`config.mk`:
```
export PLATFORM = sky130hd
export DESIGN_NAME = ddr4_cmd_sequencer
export DESIGN_NICKNAME = d
export VERILOG_FILES = /design/src/rtl/ddr4_cmd_pkg.sv /design/src/rtl/ddr4_timing_counter.sv /design/src/rtl/ddr4_cmd_sequencer.sv
export SDC_FILE = /design/constraint.sdc
export NUM_CORES = 1
export LEC_CHECK = 0
export ABC_AREA = 1
export CORE_MARGIN = 10
export CORE_UTILIZATION = 45
export DETAILED_ROUTE_END_ITERATION = 7
export GPL_ROUTABILITY_DRIVEN = 0
export GPL_TIMING_DRIVEN = 0
export PLACE_DENSITY_LB_ADDON = 0.05
export SKIP_LAST_GASP = 1
export SLEW_MARGIN = 15
export SYNTH_ARGS = -nofsm -noshare
export SYNTH_HDL_FRONTEND = slang
export SYNTH_SLANG_ARGS = --single-unit
```
`constraint.sdc`:
```
create_clock -name ck_t -period 5.6 [get_ports ck_t]
set_clock_uncertainty 0.2 [all_clocks]
set_input_delay 1.12 -clock ck_t [delete_from_list [all_inputs] [get_ports ck_t]]
set_output_delay 1.12 -clock ck_t [all_outputs]
set_load 0.02 [all_outputs]
```
`src/rtl/ddr4_cmd_pkg.sv`:
```
// ddr4_cmd_pkg: shared FSM states, DDR4 opcodes and bank-index helper for the command sequencer
package ddr4_cmd_pkg;

    typedef enum logic [2:0] {IDLE, ACT, TRCD, CMD, XFER, TRP} state_t;

    localparam logic [2:0] OP_RD  = 3'b101;
    localparam logic [2:0] OP_WR  = 3'b100;
    localparam logic [2:0] OP_PRE = 3'b010;

    function automatic int sync_idx(input int bgv, input int bav, input int bawidth);
        return (bgv << bawidth) | bav;
    endfunction

endpackage

```
`src/rtl/ddr4_timing_counter.sv`:
```
// ddr4_timing_counter: loadable down-counter with zero flag, shared by every timing wait
module ddr4_timing_counter #(
    parameter int W = 5
) (
    input  logic         ck_t,
    input  logic         reset_n,
    input  logic         load,
    input  logic [W-1:0] value,
    output logic [W-1:0] cnt,
    output logic         zero
);

    assign zero = cnt == '0;

    // load on state entry, otherwise count down and park at zero
    always_ff @(posedge ck_t or negedge reset_n) begin
        if (!reset_n) cnt <= '0;
        else if (load) cnt <= value;
        else if (!zero) cnt <= cnt - 1'b1;
    end

endmodule

```
`src/rtl/ddr4_cmd_sequencer.sv`:
```
// ddr4_cmd_sequencer: closed-page ACT/RD-WR/PRE sequencer with registered DDR4 command pins
module ddr4_cmd_sequencer
    import ddr4_cmd_pkg::*;
#(
    parameter int RANKS     = 1,
    parameter int BGWIDTH   = 2,
    parameter int BAWIDTH   = 2,
    parameter int ADDRWIDTH = 17,
    parameter int COLWIDTH  = 10,
    parameter int BL        = 8,
    parameter int T_RCD     = 17,
    parameter int T_CL      = 17,
    parameter int T_WR      = 14,
    parameter int T_RP      = 17
) (
    input  logic                                     ck_t,
    input  logic                                     reset_n,
    input  logic                                     req_valid,
    output logic                                     req_ready,
    input  logic                                     req_write,
    input  logic [((RANKS > 1) ? $clog2(RANKS) : 1)-1:0] req_rank,
    input  logic [BGWIDTH-1:0]                       req_bg,
    input  logic [BAWIDTH-1:0]                       req_ba,
    input  logic [ADDRWIDTH-1:0]                     req_row,
    input  logic [COLWIDTH-1:0]                      req_col,
    output logic                                     done,
    output logic [RANKS-1:0]                         cs_n,
    output logic                                     act_n,
    output logic [ADDRWIDTH-1:0]                     A,
    output logic [BGWIDTH-1:0]                       bg,
    output logic [BAWIDTH-1:0]                       ba,
    output logic                                     wr_en,
    output logic [$clog2(BL)-1:0]                    wr_beat,
    output logic                                     rd_valid,
    output logic [2**(BGWIDTH+BAWIDTH)-1:0]          sync
);

    localparam int RKW  = (RANKS > 1) ? $clog2(RANKS) : 1;
    localparam int NB   = 2**(BGWIDTH+BAWIDTH);
    localparam int BW   = $clog2(BL);
    localparam int XW   = BL + T_WR;
    localparam int XR   = T_CL + BL;
    localparam int MX1  = (T_RCD > T_RP) ? T_RCD : T_RP;
    localparam int MX2  = (XW > XR) ? XW : XR;
    localparam int MAXW = (MX1 > MX2) ? MX1 : MX2;
    localparam int CW   = $clog2(MAXW + 1);
    localparam logic [BW-1:0] BEAT_LAST = BW'(BL - 1);

    state_t state, nxt;
    logic                 write_q;
    logic [RKW-1:0]       rank_q, f_rank;
    logic [BGWIDTH-1:0]   bg_q, f_bg, bg_d;
    logic [BAWIDTH-1:0]   ba_q, f_ba, ba_d;
    logic [ADDRWIDTH-1:0] row_q, f_row, a_d;
    logic [COLWIDTH-1:0]  col_q;
    logic [CW-1:0]        ld_val, cnt;
    logic                 load, zero, acc, pre, cmd, act_d, wr_d, rd_d, done_d;
    logic [RANKS-1:0]     cs_d;
    logic [NB-1:0]        mask, sync_d;

    assign req_ready = state == IDLE;
    assign acc       = req_valid && req_ready;
    assign f_rank    = req_ready ? req_rank : rank_q;
    assign f_bg      = req_ready ? req_bg : bg_q;
    assign f_ba      = req_ready ? req_ba : ba_q;
    assign f_row     = req_ready ? req_row : row_q;
    assign load      = nxt != state;
    assign ld_val    = nxt == TRCD ? CW'(T_RCD - 2) :
                       nxt == XFER ? (write_q ? CW'(XW - 2) : CW'(XR - 2)) :
                       nxt == TRP  ? CW'(T_RP - 1) : '0;

    ddr4_timing_counter #(.W(CW)) u_cnt (
        .ck_t(ck_t), .reset_n(reset_n), .load(load), .value(ld_val), .cnt(cnt), .zero(zero)
    );

    // capture the request on accept so later input changes are ignored
    always_ff @(posedge ck_t or negedge reset_n) begin
        if (!reset_n) begin
            write_q <= 1'b0;
            rank_q  <= '0;
            bg_q    <= '0;
            ba_q    <= '0;
            row_q   <= '0;
            col_q   <= '0;
        end else if (acc) begin
            write_q <= req_write;
            rank_q  <= req_rank;
            bg_q    <= req_bg;
            ba_q    <= req_ba;
            row_q   <= req_row;
            col_q   <= req_col;
        end
    end

    // state register
    always_ff @(posedge ck_t or negedge reset_n) begin
        if (!reset_n) state <= IDLE;
        else state <= nxt;
    end

    // next state: every timed wait exits when the shared counter reaches zero
    always_comb begin
        nxt = state;
        case (state)
            IDLE:    nxt = req_valid ? ACT : IDLE;
            ACT:     nxt = TRCD;
            TRCD:    nxt = zero ? CMD : TRCD;
            CMD:     nxt = XFER;
            XFER:    nxt = zero ? TRP : XFER;
            TRP:     nxt = zero ? IDLE : TRP;
            default: nxt = IDLE;
        endcase
    end

    // pin values for the coming cycle, derived from the state being entered
    always_comb begin
        pre    = nxt == TRP && state != TRP;
        cmd    = nxt == ACT || nxt == CMD || pre;
        cs_d   = cmd ? ~(RANKS'(1) << f_rank) : '1;
        act_d  = nxt != ACT;
        a_d    = nxt == ACT ? f_row :
                 nxt == CMD ? ADDRWIDTH'({write_q ? OP_WR : OP_RD, 14'(col_q)}) :
                 pre        ? ADDRWIDTH'({OP_PRE, 14'd0}) : '0;
        bg_d   = cmd ? f_bg : bg;
        ba_d   = cmd ? f_ba : ba;
        mask   = NB'(1) << sync_idx(int'(f_bg), int'(f_ba), BAWIDTH);
        sync_d = nxt == ACT ? (sync | mask) : pre ? (sync & ~mask) : sync;
        wr_d   = (nxt == CMD && write_q) || (wr_en && wr_beat != BEAT_LAST);
        rd_d   = !write_q && ((state == XFER && cnt != '0 && cnt <= CW'(BL)) ||
                              (state == CMD && T_CL == 1));
        done_d = state == TRP && nxt == IDLE;
    end

    // registered pin drivers; wr_beat free-runs only while the burst is enabled
    always_ff @(posedge ck_t or negedge reset_n) begin
        if (!reset_n) begin
            cs_n     <= '1;
            act_n    <= 1'b1;
            A        <= '0;
            bg       <= '0;
            ba       <= '0;
            wr_en    <= 1'b0;
            wr_beat  <= '0;
            rd_valid <= 1'b0;
            done     <= 1'b0;
            sync     <= '0;
        end else begin
            cs_n     <= cs_d;
            act_n    <= act_d;
            A        <= a_d;
            bg       <= bg_d;
            ba       <= ba_d;
            wr_en    <= wr_d;
            wr_beat  <= wr_en ? wr_beat + 1'b1 : '0;
            rd_valid <= rd_d;
            done     <= done_d;
            sync     <= sync_d;
        end
    end

endmodule

```
==> results of run 1 <==
[cells in the final DEF (no fill, tap or decap), drive strengths merged]
master | synthesis | final
o21ai | 32 | 32
or2 | 1 | 1
nand4 | 3 | 3
inv | 31 | 31
nand2 | 127 | 127
buf | 3 | 5
nor2 | 24 | 24
dfstp | 2 | 2
dfrtp | 67 | 67
clkbuf | 9 | 24
o22ai | 1 | 1
ha | 4 | 4
nand3 | 29 | 29
o2111ai | 1 | 1
nor4 | 1 | 1
a21oi | 2 | 2
xor2 | 4 | 4
clkinv | 0 | 1
nor3 | 1 | 1
clkdlybuf4s50 | 0 | 80
[critical path, cell delays in order (launching register included)]
cell and delay, ps:
dfrtp_1 460, nor2_4 180, nand2_4 80, buf_12 150, inv_2 50, clkdlybuf4s50_1 620
[worst max-delay path by stage]
| stage | cells after the start | from | end | slack, ps |
|---|---|---|---|---|
| global route | 5 | state[1] | req_ready | 2310 |
| detailed placement | 10 | req_valid | flip-flop | 2660 |
| floorplan | 9 | req_valid | flip-flop | 3340 |
| CTS | 5 | state[1] | req_ready | 2370 |
| finish | 5 | state[1] | req_ready | 2390 |
| global placement | 1 | reset_n | A[12] | 830 |
[layer usage]
metal  share of wire  global-route usage  up-vias
met5               0                   0        -
met4           0.018             0.07591        0
met3           0.097             0.06263       10
met2            0.45              0.2197       81
met1            0.43              0.1746     1151
li1                -                   -     1271
[per-stage QoR]
step	hold WS [ps]	cells
global route	290.2	517
floorplan	225.7	342
detailed placement	255.3	501
finish	262.9	517
CTS	265.4	517
global placement	246.6	500
[report_power, final]
group          internal [W]  switching, W
Sequential         0.000698      0.000110
Clock              0.000197      0.000180
Combinational      0.000462      0.000686
[kinds of logic after synthesis]
kind of cell / after synthesis
xor+xnor: 4
flops: 69
buf+inv: 43
simple gates: 186
fa+ha+maj: 4
compound gates: 36
[cell type report]
class,count,area [um2],area share
well taps,77,96.34,0.02340
flip-flops and latches,69,1729,0.4199
clock inverters,1,5.005,0.001215
plain buffers,12,72.57,0.01762
repair buffers,82,835.8,0.2030
multi-input cells,230,1081,0.2625
clock buffers,15,176.4,0.04284
inverters,31,121.4,0.02947
==> flow_metrics.env, run 1 <==
export IMPL_clk_path_buf_depth=2
export IMPL_synth_mux_area_frac=0
export IMPL_numCtsBuffers=9
export IMPL_p_leak_nw=1.990
export IMPL_place_area_mm2=0.003936
export IMPL_cts_tree="built"
export IMPL_relSlewSlack=0.6705
export IMPL_port_buffers=81
export IMPL_ys_types=28
export IMPL_crit_required_ps=4280
export IMPL_dr_pass1_iters=5
export IMPL_drive_above_1_share=0.07500
export IMPL_clk_latency_ps=350
export IMPL_yosysSeqAreaShare=0.5756
export IMPL_synth_cells=342
export IMPL_htreeDepth=3
export IMPL_hp_class="reg2reg"
export IMPL_drtIter0Drc=114
export IMPL_ant_nets=0
export IMPL_cts_setup_buffers=0
export IMPL_start_util=0.4678
export IMPL_num_rows=29
export IMPL_ys_seq_elements=69
export IMPL_tightest_slew_ps=494.2
export IMPL_yosys_area_share_adder=0.01666
export IMPL_dp_hpwl_mm=5.420
export IMPL_hold_end="wr_beat[0]"
export IMPL_yosys_warnings=0
export IMPL_dp_slack_ps=2663
export IMPL_synth_edf_count=0
export IMPL_cp_arrival_ps=1890
export IMPL_min_period_ps=3206
export IMPL_synth_top_area_frac=0.5581
export IMPL_synthArstFlopShare=1.000
export IMPL_setup_ws_ps=2394
export IMPL_setup_viol=0
export IMPL_via_count=2513
export IMPL_powerDensity_mw_per_mm2=566.5
export IMPL_ff2ff_path_depth=12
export IMPL_clock_fmax_ghz=0.3120
export IMPL_startpoint_type="flip-flop"
export IMPL_grt_util_all_layers=0.1461
export IMPL_grt_pass1_vias=2500
export IMPL_antenna_found_initial=0
export IMPL_cts_resized=0
export IMPL_synth_area_mm2=0.003004
export IMPL_avgRoutedWirePerCell_um=13.95
export IMPL_rsz0062_at_grt="no"
export IMPL_yosysTopAreaCell="dfrtp_1"
export IMPL_power_w=0.002333
export IMPL_grt_pass1_wl_mm=11.87
export IMPL_yosysMostFrequentCell="nand2_1"
export IMPL_pin_count=82
export IMPL_remaining_drc_errors=0
export IMPL_die_area_mm2=0.01034
export IMPL_clkSlewWorstSetupHoldPaths_ps=70
export IMPL_fp_dieH_um=101.7
export IMPL_r2r_setup_slack_ps=3360
export IMPL_hp_start="wr_beat[0]"
export IMPL_vias_per_cell=4.861
export IMPL_synth_top_family_by_area="simple AND/OR/NAND/NOR gates"
export IMPL_ys_top_cells_by_area="dfrtp_1, nand2_1, nand3_1"
export IMPL_worstHoldPathCells=1
export IMPL_area_growth_pct=37.07
export IMPL_final_core_util=0.6411
export IMPL_worst_setup_path_end_kind="primary output"
export IMPL_final_hold_viol_count=0
export IMPL_fin_tns_setup_ps=0
export IMPL_netlist_top_cells_count="nand2_1, dfrtp_1, nand3_1, inv_1, nor2_1"
export IMPL_antennaDiodeCount=0
export IMPL_syn_num_nets=382
export IMPL_grt_overflow=0
export IMPL_synth_top_flop_cell="dfrtp_1"
export IMPL_drv_slew=0
export IMPL_die_w_um=101.7
export IMPL_outcome="finished clean"
export IMPL_worstPathMaxFanout=10
export IMPL_cap_viol_max_count=0
export IMPL_nFillCells=568
export IMPL_stdcell_area_mm2=0.004118
export IMPL_max_vdd_ir_drop_v=0.0002217
export IMPL_crit_reg2reg_launch="u_cnt.cnt[0]"
export IMPL_cts_hold_buf=0
export IMPL_r2r_end="u_cnt.cnt[3]"
export IMPL_period_share=0.5724
export IMPL_root_buffer="clkbuf_8"
export IMPL_core_area_mm2=0.006422
export IMPL_synth_avg_cell_area_um2=8.784
export IMPL_cts_sinks=69
export IMPL_worstSetupPathType="reg2out"
export IMPL_synth_compound_area_frac=0.07164
export IMPL_grt_max_degree=46
export IMPL_wl_mm=7.213
export IMPL_synth_xor_xnor_area_share=0.01166
export IMPL_synthSimpleGateAreaFrac=0.2599
export IMPL_layout_nets=475
(Power assumes the default switching activity.)
==> run 2, diff against run 1 <==
clock period = 3.3 ns   (was 5.6 ns; I/O delays follow)
==> results of run 2 <==
The final DEF is identical to that of run 1. Status: finished clean.
Main changes from that run: setup slack after placement 2663 ps -> 822.8 ps; setup slack after layout 2394 ps -> 554.5 ps; hold slack 262.9 ps -> 14.03 ps; register-to-register setup slack 3360 ps -> 1060 ps; total power 0.002333 W -> 0.003958 W; worst IR drop on VDD 0.0002217 V -> 0.0003763 V
==> RTL change 1 (settings of run 2) <==
Register the output `sync` once more; this adds one clock of latency there. The other outputs are not delayed to match.
--- a/src/rtl/ddr4_cmd_sequencer.sv
+++ b/src/rtl/ddr4_cmd_sequencer.sv
@@ -47,2 +47,4 @@
     localparam logic [BW-1:0] BEAT_LAST = BW'(BL - 1);
+
+    logic [2**(BGWIDTH+BAWIDTH)-1:0] sync_s0;
 
@@ -126,3 +128,3 @@
         mask   = NB'(1) << sync_idx(int'(f_bg), int'(f_ba), BAWIDTH);
-        sync_d = nxt == ACT ? (sync | mask) : pre ? (sync & ~mask) : sync;
+        sync_d = nxt == ACT ? (sync_s0 | mask) : pre ? (sync_s0 & ~mask) : sync_s0;
         wr_d   = (nxt == CMD && write_q) || (wr_en && wr_beat != BEAT_LAST);
@@ -145,3 +147,3 @@
             done     <= 1'b0;
-            sync     <= '0;
+            sync_s0  <= '0;
         end else begin
@@ -156,4 +158,8 @@
             done     <= done_d;
-            sync     <= sync_d;
+            sync_s0  <= sync_d;
         end
+    end
+
+    always_ff @(posedge ck_t) begin
+        sync <= sync_s0;
     end
Formal check against the unedited RTL: not equivalent (Yosys sat finds a counterexample within 4 cycles, from zero or initial values and one cycle with reset_n low).
==> RTL change 1 against run 2 <==
Power up 7.8%. Sequential cell count up 16. Fmax up 2.8%. Wire length up 3.8%. Setup slack better by 0.076 ns. Cell area up 11%. Sequential power up 18%. Clock power up 14%. Sequential share of layout area up 3.0 points. Synthesized area up 13%. Final cell count up 9.7%. Critical endpoint unchanged. Highest routed layer unchanged.
==> RTL change 1: results (changes against run 2) <==
| Metric | Value |
|---|---|
| Inverter count | 30 (-3.2%) |
| GR Util met3 | 0.0689 (+0.00623) |
| Worst slew pin tran | 0.486 ns (-0.00785 ns) |
| Commonest cells in the netlist | nand2_1 (135), dfrtp_1 (67), nand3_1 (26) |
| Dpl ws | 0.930 ns (+0.107 ns) |
| Flop+latch power | 0.00162 W (+18%) |
| Reg2reg start | u_cnt.cnt[0]$_DFFE_PN0P_ |
| Dominant cells by area after synthesis | dfrtp_1 (49%), nand2_1 (15%), dfxtp_1 (9.4%), nand3_1 (3.8%), inv_1 (2.8%) |
| Main synth FF type | dfrtp_1 |
| M1 wire length | 3170 um (+1.9%) |
| Largest net degree at the start of global routing | 43 (-6.5%) |
| Share of cells above drive strength 1 | 0.113 (+0.0382) |
| DR top layer | met4 |
| Register area share after synthesis | 0.601 (+0.0257) |
| Yosys cell types | 33 (+18%) |
| Worst-path clk slew | 0.09 ns (+0.02 ns) |
| Drt first pass iters | 4 (-1) |
| Met1 usage | 0.153 (-0.0214) |
| Final WL | 7490 um (+3.8%) |
| Status | finished, final reports clean |
| Worst reg2reg path depth | 13 (+1) |
| Sequential cell area share | 0.450 (+0.0297) |
| Max VDD drop | 0.383 mV (+1.7%) |
| WL met2 | 3610 um (+10%) |
| Syn nets | 410 (+7.3%) |
| Placed insts | 551 (+10%) |
| First-pass GRT wire length | 12600 um (+6.3%) |
| Layout Nets | 503 (+5.9%) |
| Mean routed wirelength per cell | 13.2 um (-5.3%) |
| Final hold slack | 0.0200 ns (+0.00594 ns) |
| Fin crit share | 0.809 (-0.0230) |
| Multi-Input Combinational | 243 (+5.7%) |
| ClkCell Share | 0.0434 (-0.000689) |
| P_leak | 2.16 nW (+8.8%) |
| R2R Setup Slk | 1.04 ns (-0.02 ns) |
| Asr flop ratio synth | 0.812 (-0.188) |
| CTS H-Tree Depth | 3 (unchanged) |
| Non-Clock Buffer Count | 94 (unchanged) |
| DR iter-0 viols | 92 (-19%) |
| Critical path fanouts, max | 6 (-4) |
| Switch share | 0.403 (-0.0157) |
| Worst min path class | in2async |
| Setup Buffers After CTS | 0 (unchanged) |
| Clock root buffer | clkbuf_8 |
| Clock sinks | 85 (+23%) |
| Clock Power Share | 0.171 (+0.009) |
| Non-clk buf share | 0.196 (-0.0243) |
| N_diodes | 0 (unchanged) |
| DP Wirelength | 5800 um (+7.0%) |
| Footprint of the multi-input gates | 1180 um2 (+8.9%) |
| Synth Area per Inst | 9.21 um2 (+4.9%) |
| RR Endpoint | u_cnt.cnt[1]$_DFFE_PN0P_ |
| Critical Path AT | 1.81 ns (-0.08 ns) |
| Vias per cell | 4.57 (-6.0%) |
| GRT Total Usage | 0.137 (-0.00921) |
| Wire length on met3 | 648 um (-7.8%) |
| Post-CTS Resized | 0 (unchanged) |
| Filler Cell Count | 669 (+18%) |
| Vias in the first global route | 2708 (+8.3%) |
| GR Util met2 | 0.223 (+0.00283) |
==> RTL change 1: metrics by stage <==
| stage | area, um2 | util | total power [W] |
|---|---|---|---|
| floorplan | 3410 | - | 0.00289 |
| global placement | 4340 | 0.596 | 0.00353 |
| detailed placement | 4360 | 0.598 | 0.00358 |
| CTS | 4560 | 0.625 | 0.00432 |
| global route | 4560 | 0.625 | 0.00461 |
| finish | 4560 | 0.625 | 0.00427 |
==> RTL change 1: kinds of logic after synthesis <==
family	synth area share
AO/OA/AOI/OAI	0.0716
AND/OR/NAND/NOR	0.251
adder cells (fa/ha/maj)	0.0147
buffers and inverters	0.0532
flip-flops	0.601
XOR/XNOR	0.00771
==> RTL change 1: worst max-delay path, cell delays in order (launching register included) <==
cell and delay, ns:
dfrtp_1 0.46, nor2_4 0.21, nand2_8 0.09, inv_2 0.09
clkdlybuf4s50_1 0.61
==> RTL change 2 (settings of run 2) <==
Made on the original files. `T_CL`: 17 -> 34.
--- a/src/rtl/ddr4_cmd_sequencer.sv
+++ b/src/rtl/ddr4_cmd_sequencer.sv
@@ -11,3 +11,3 @@
     parameter int T_RCD     = 17,
-    parameter int T_CL      = 17,
+    parameter int T_CL      = 34,
     parameter int T_WR      = 14,
Behaviour: no difference found for any inputs over 10 cycles, from zero or initial values and one cycle with reset_n low; that may be too few to reach the edited logic, so the function may still have changed.
==> RTL change 2 against run 2 <==
Power fell by 1.5%. Wire length rose by 3.5%. Sequential cell count rose by 1. Synthesized area rose by 6.7%. Die area rose by 5.4%. Cell area rose by 4.3%. Clock power fell by 14%. Setup slack got worse by 0.0076 ns. Critical path type unchanged. Highest routed layer unchanged.
==> RTL change 2: results (changes against run 2) <==
| Metric | Value |
|---|---|
| Register area share after synthesis | 0.547 (-0.0284) |
| Main synth FF type | dfrtp_1 |
| Post-CTS Resized | 0 (unchanged) |
| Drt first pass iters | 5 (unchanged) |
| Share of cells above drive strength 1 | 0.136 (+0.0612) |
| First-pass GRT wire length | 12800 um (+7.7%) |
| Worst-path clk slew | 0.07 ns (about the same) |
| P_leak | 2.05 nW (+3.0%) |
| Cells after Synth | 353 (+3.2%) |
| Largest net degree at the start of global routing | 37 (-20%) |
| Worst min path class | in2async |
| Yosys cell types | 34 (+21%) |
| Dominant cells by area after synthesis | dfrtp_1 (53%), nand2_1 (14%), nand3_2 (3.4%), inv_1 (3.4%), nand3_1 (2.7%) |
| Multiplexer area fraction after synthesis | 0 (unchanged) |
| Asr flop ratio synth | 1.00 (unchanged) |
| Adder-cell area share of the yosys netlist | 0.0156 (-0.00105) |
| Antenna violations before repair | 0 (unchanged) |
| Fin. max-slew vios | 0 (unchanged) |
| Critical Path AT | 1.89 ns (about the same) |
| CTS H-Tree Depth | 3 (unchanged) |
| Port bufs | 81 (unchanged) |
| N_diodes | 0 (unchanged) |
| Synth warn | 0 (unchanged) |
| Via count | 2557 (+1.8%) |
| Setup Buffers After CTS | 0 (unchanged) |
| Worst slew margin | 0.699 (+0.0286) |
| Clock root buffer | clkbuf_8 |
| Clk buf depth | 2 (unchanged) |
| Syn nets | 393 (+2.9%) |
| Filler-free cell count of the finished design | 544 (+5.2%) |
| Max VDD drop | 0.311 mV (-17%) |
| Worst skew pair latency | 0.34 ns |
| Critical path fanouts, max | 10 (unchanged) |
| CTS Buf Count | 9 (unchanged) |
| GRT Total Usage | 0.141 (-0.00468) |
| Placed insts | 531 (+6.0%) |
| Status | finished, final reports clean |
| Layout Nets | 486 (+2.3%) |
| Mean routed wirelength per cell | 13.7 um (-1.7%) |
| Commonest cells in the netlist | nand2_1 (121), dfrtp_1 (68), inv_1 (29) |
| DP Wirelength | 5740 um (+5.9%) |
| Placed instance area | 4150 um2 (+5.5%) |
| DR iter-0 viols | 89 (-22%) |
| Compound-Gate Fraction of Synth Area | 0.0777 (+0.00604) |
| Fraction of synthesized cell area in xor and xnor cells | 0.0109 (-0.000733) |
[RTL change 2: area by class of cell]
type                    count  area [um2]
plain buffers              13        85.1
inverters                  36         143
flip-flops and latches     70        1750
repair buffers             82         828
clock inverters             3        15.0
fillers                   635        2570
multi-input cells         234        1220
clock buffers              10         128
well taps                  96         120
[RTL change 2: per-layer routing]
metal  global-route usage  up-vias  wire length, um  share of wire
met1                0.179     1189             3510           0.47
li1                     -     1287                -              -
met5                    0        -                0              0
met3               0.0632        9              593          0.079
met2                0.210       72             3260           0.44
met4               0.0447        0               99          0.013
[RTL change 2: per-stage QoR]
stage | TNS, ns | setup WS [ns] | total power (W) | utilization
final | 0 | 0.547 | 0.00390 | 0.626
after global routing | 0 | 0.466 | 0.00423 | 0.626
after CTS | 0 | 0.537 | 0.00394 | 0.626
after detailed placement | 0 | 0.852 | 0.00337 | 0.605
after global placement | -71.17 | -1.04 | 0.00333 | 0.602
after floorplan | 0 | 1.42 | 0.00269 | -
[RTL change 2: worst paths after layout]
path | startpoint | end | slack (ns) | depth (start not counted)
max | state[1]$_DFF_PN0_ | req_ready | 0.55 | 5
min | reset_n | u_cnt.cnt[5]$_DFFE_PN0P_ | 0.06 | 1
max reg2reg | u_cnt.cnt[0]$_DFFE_PN0P_ | u_cnt.cnt[5]$_DFFE_PN0P_ | 1.13 | 13
min reg2reg | wr_beat[0]$_DFF_PN0_ | wr_beat[0]$_DFF_PN0_ | 0.27 | 1
max in group asynchronous | reset_n | cs_n$_DFF_PN1_ | 2.24 | 2
min in group ck_t | wr_beat[0]$_DFF_PN0_ | wr_beat[0]$_DFF_PN0_ | 0.27 | 1
[RTL change 2: worst max-delay path, cell delays in order, from the launching register on]
cell and delay, ns:
dfrtp_1 0.42, nor2_2 0.20, nand2_2 0.09, buf_6 0.16, inv_2 0.06, clkdlybuf4s50_1 0.62
[RTL change 2: logic make-up (layout without fill, tap and decap cells)]
kind of cell | after synthesis | in the layout
simple gates | 185 | 185
flops | 70 | 70
buf+inv | 49 | 144
compound gates | 41 | 41
fa+ha+maj | 4 | 4
xor+xnor | 4 | 4
[RTL change 2: report_power, final]
part	total (W)	switching (W)	internal, W
registers	0.00135	0.000175	0.00117
clock network	0.000553	0.000297	0.000256
logic	0.00200	0.00121	0.000790
total	0.00390	0.00168	0.00222
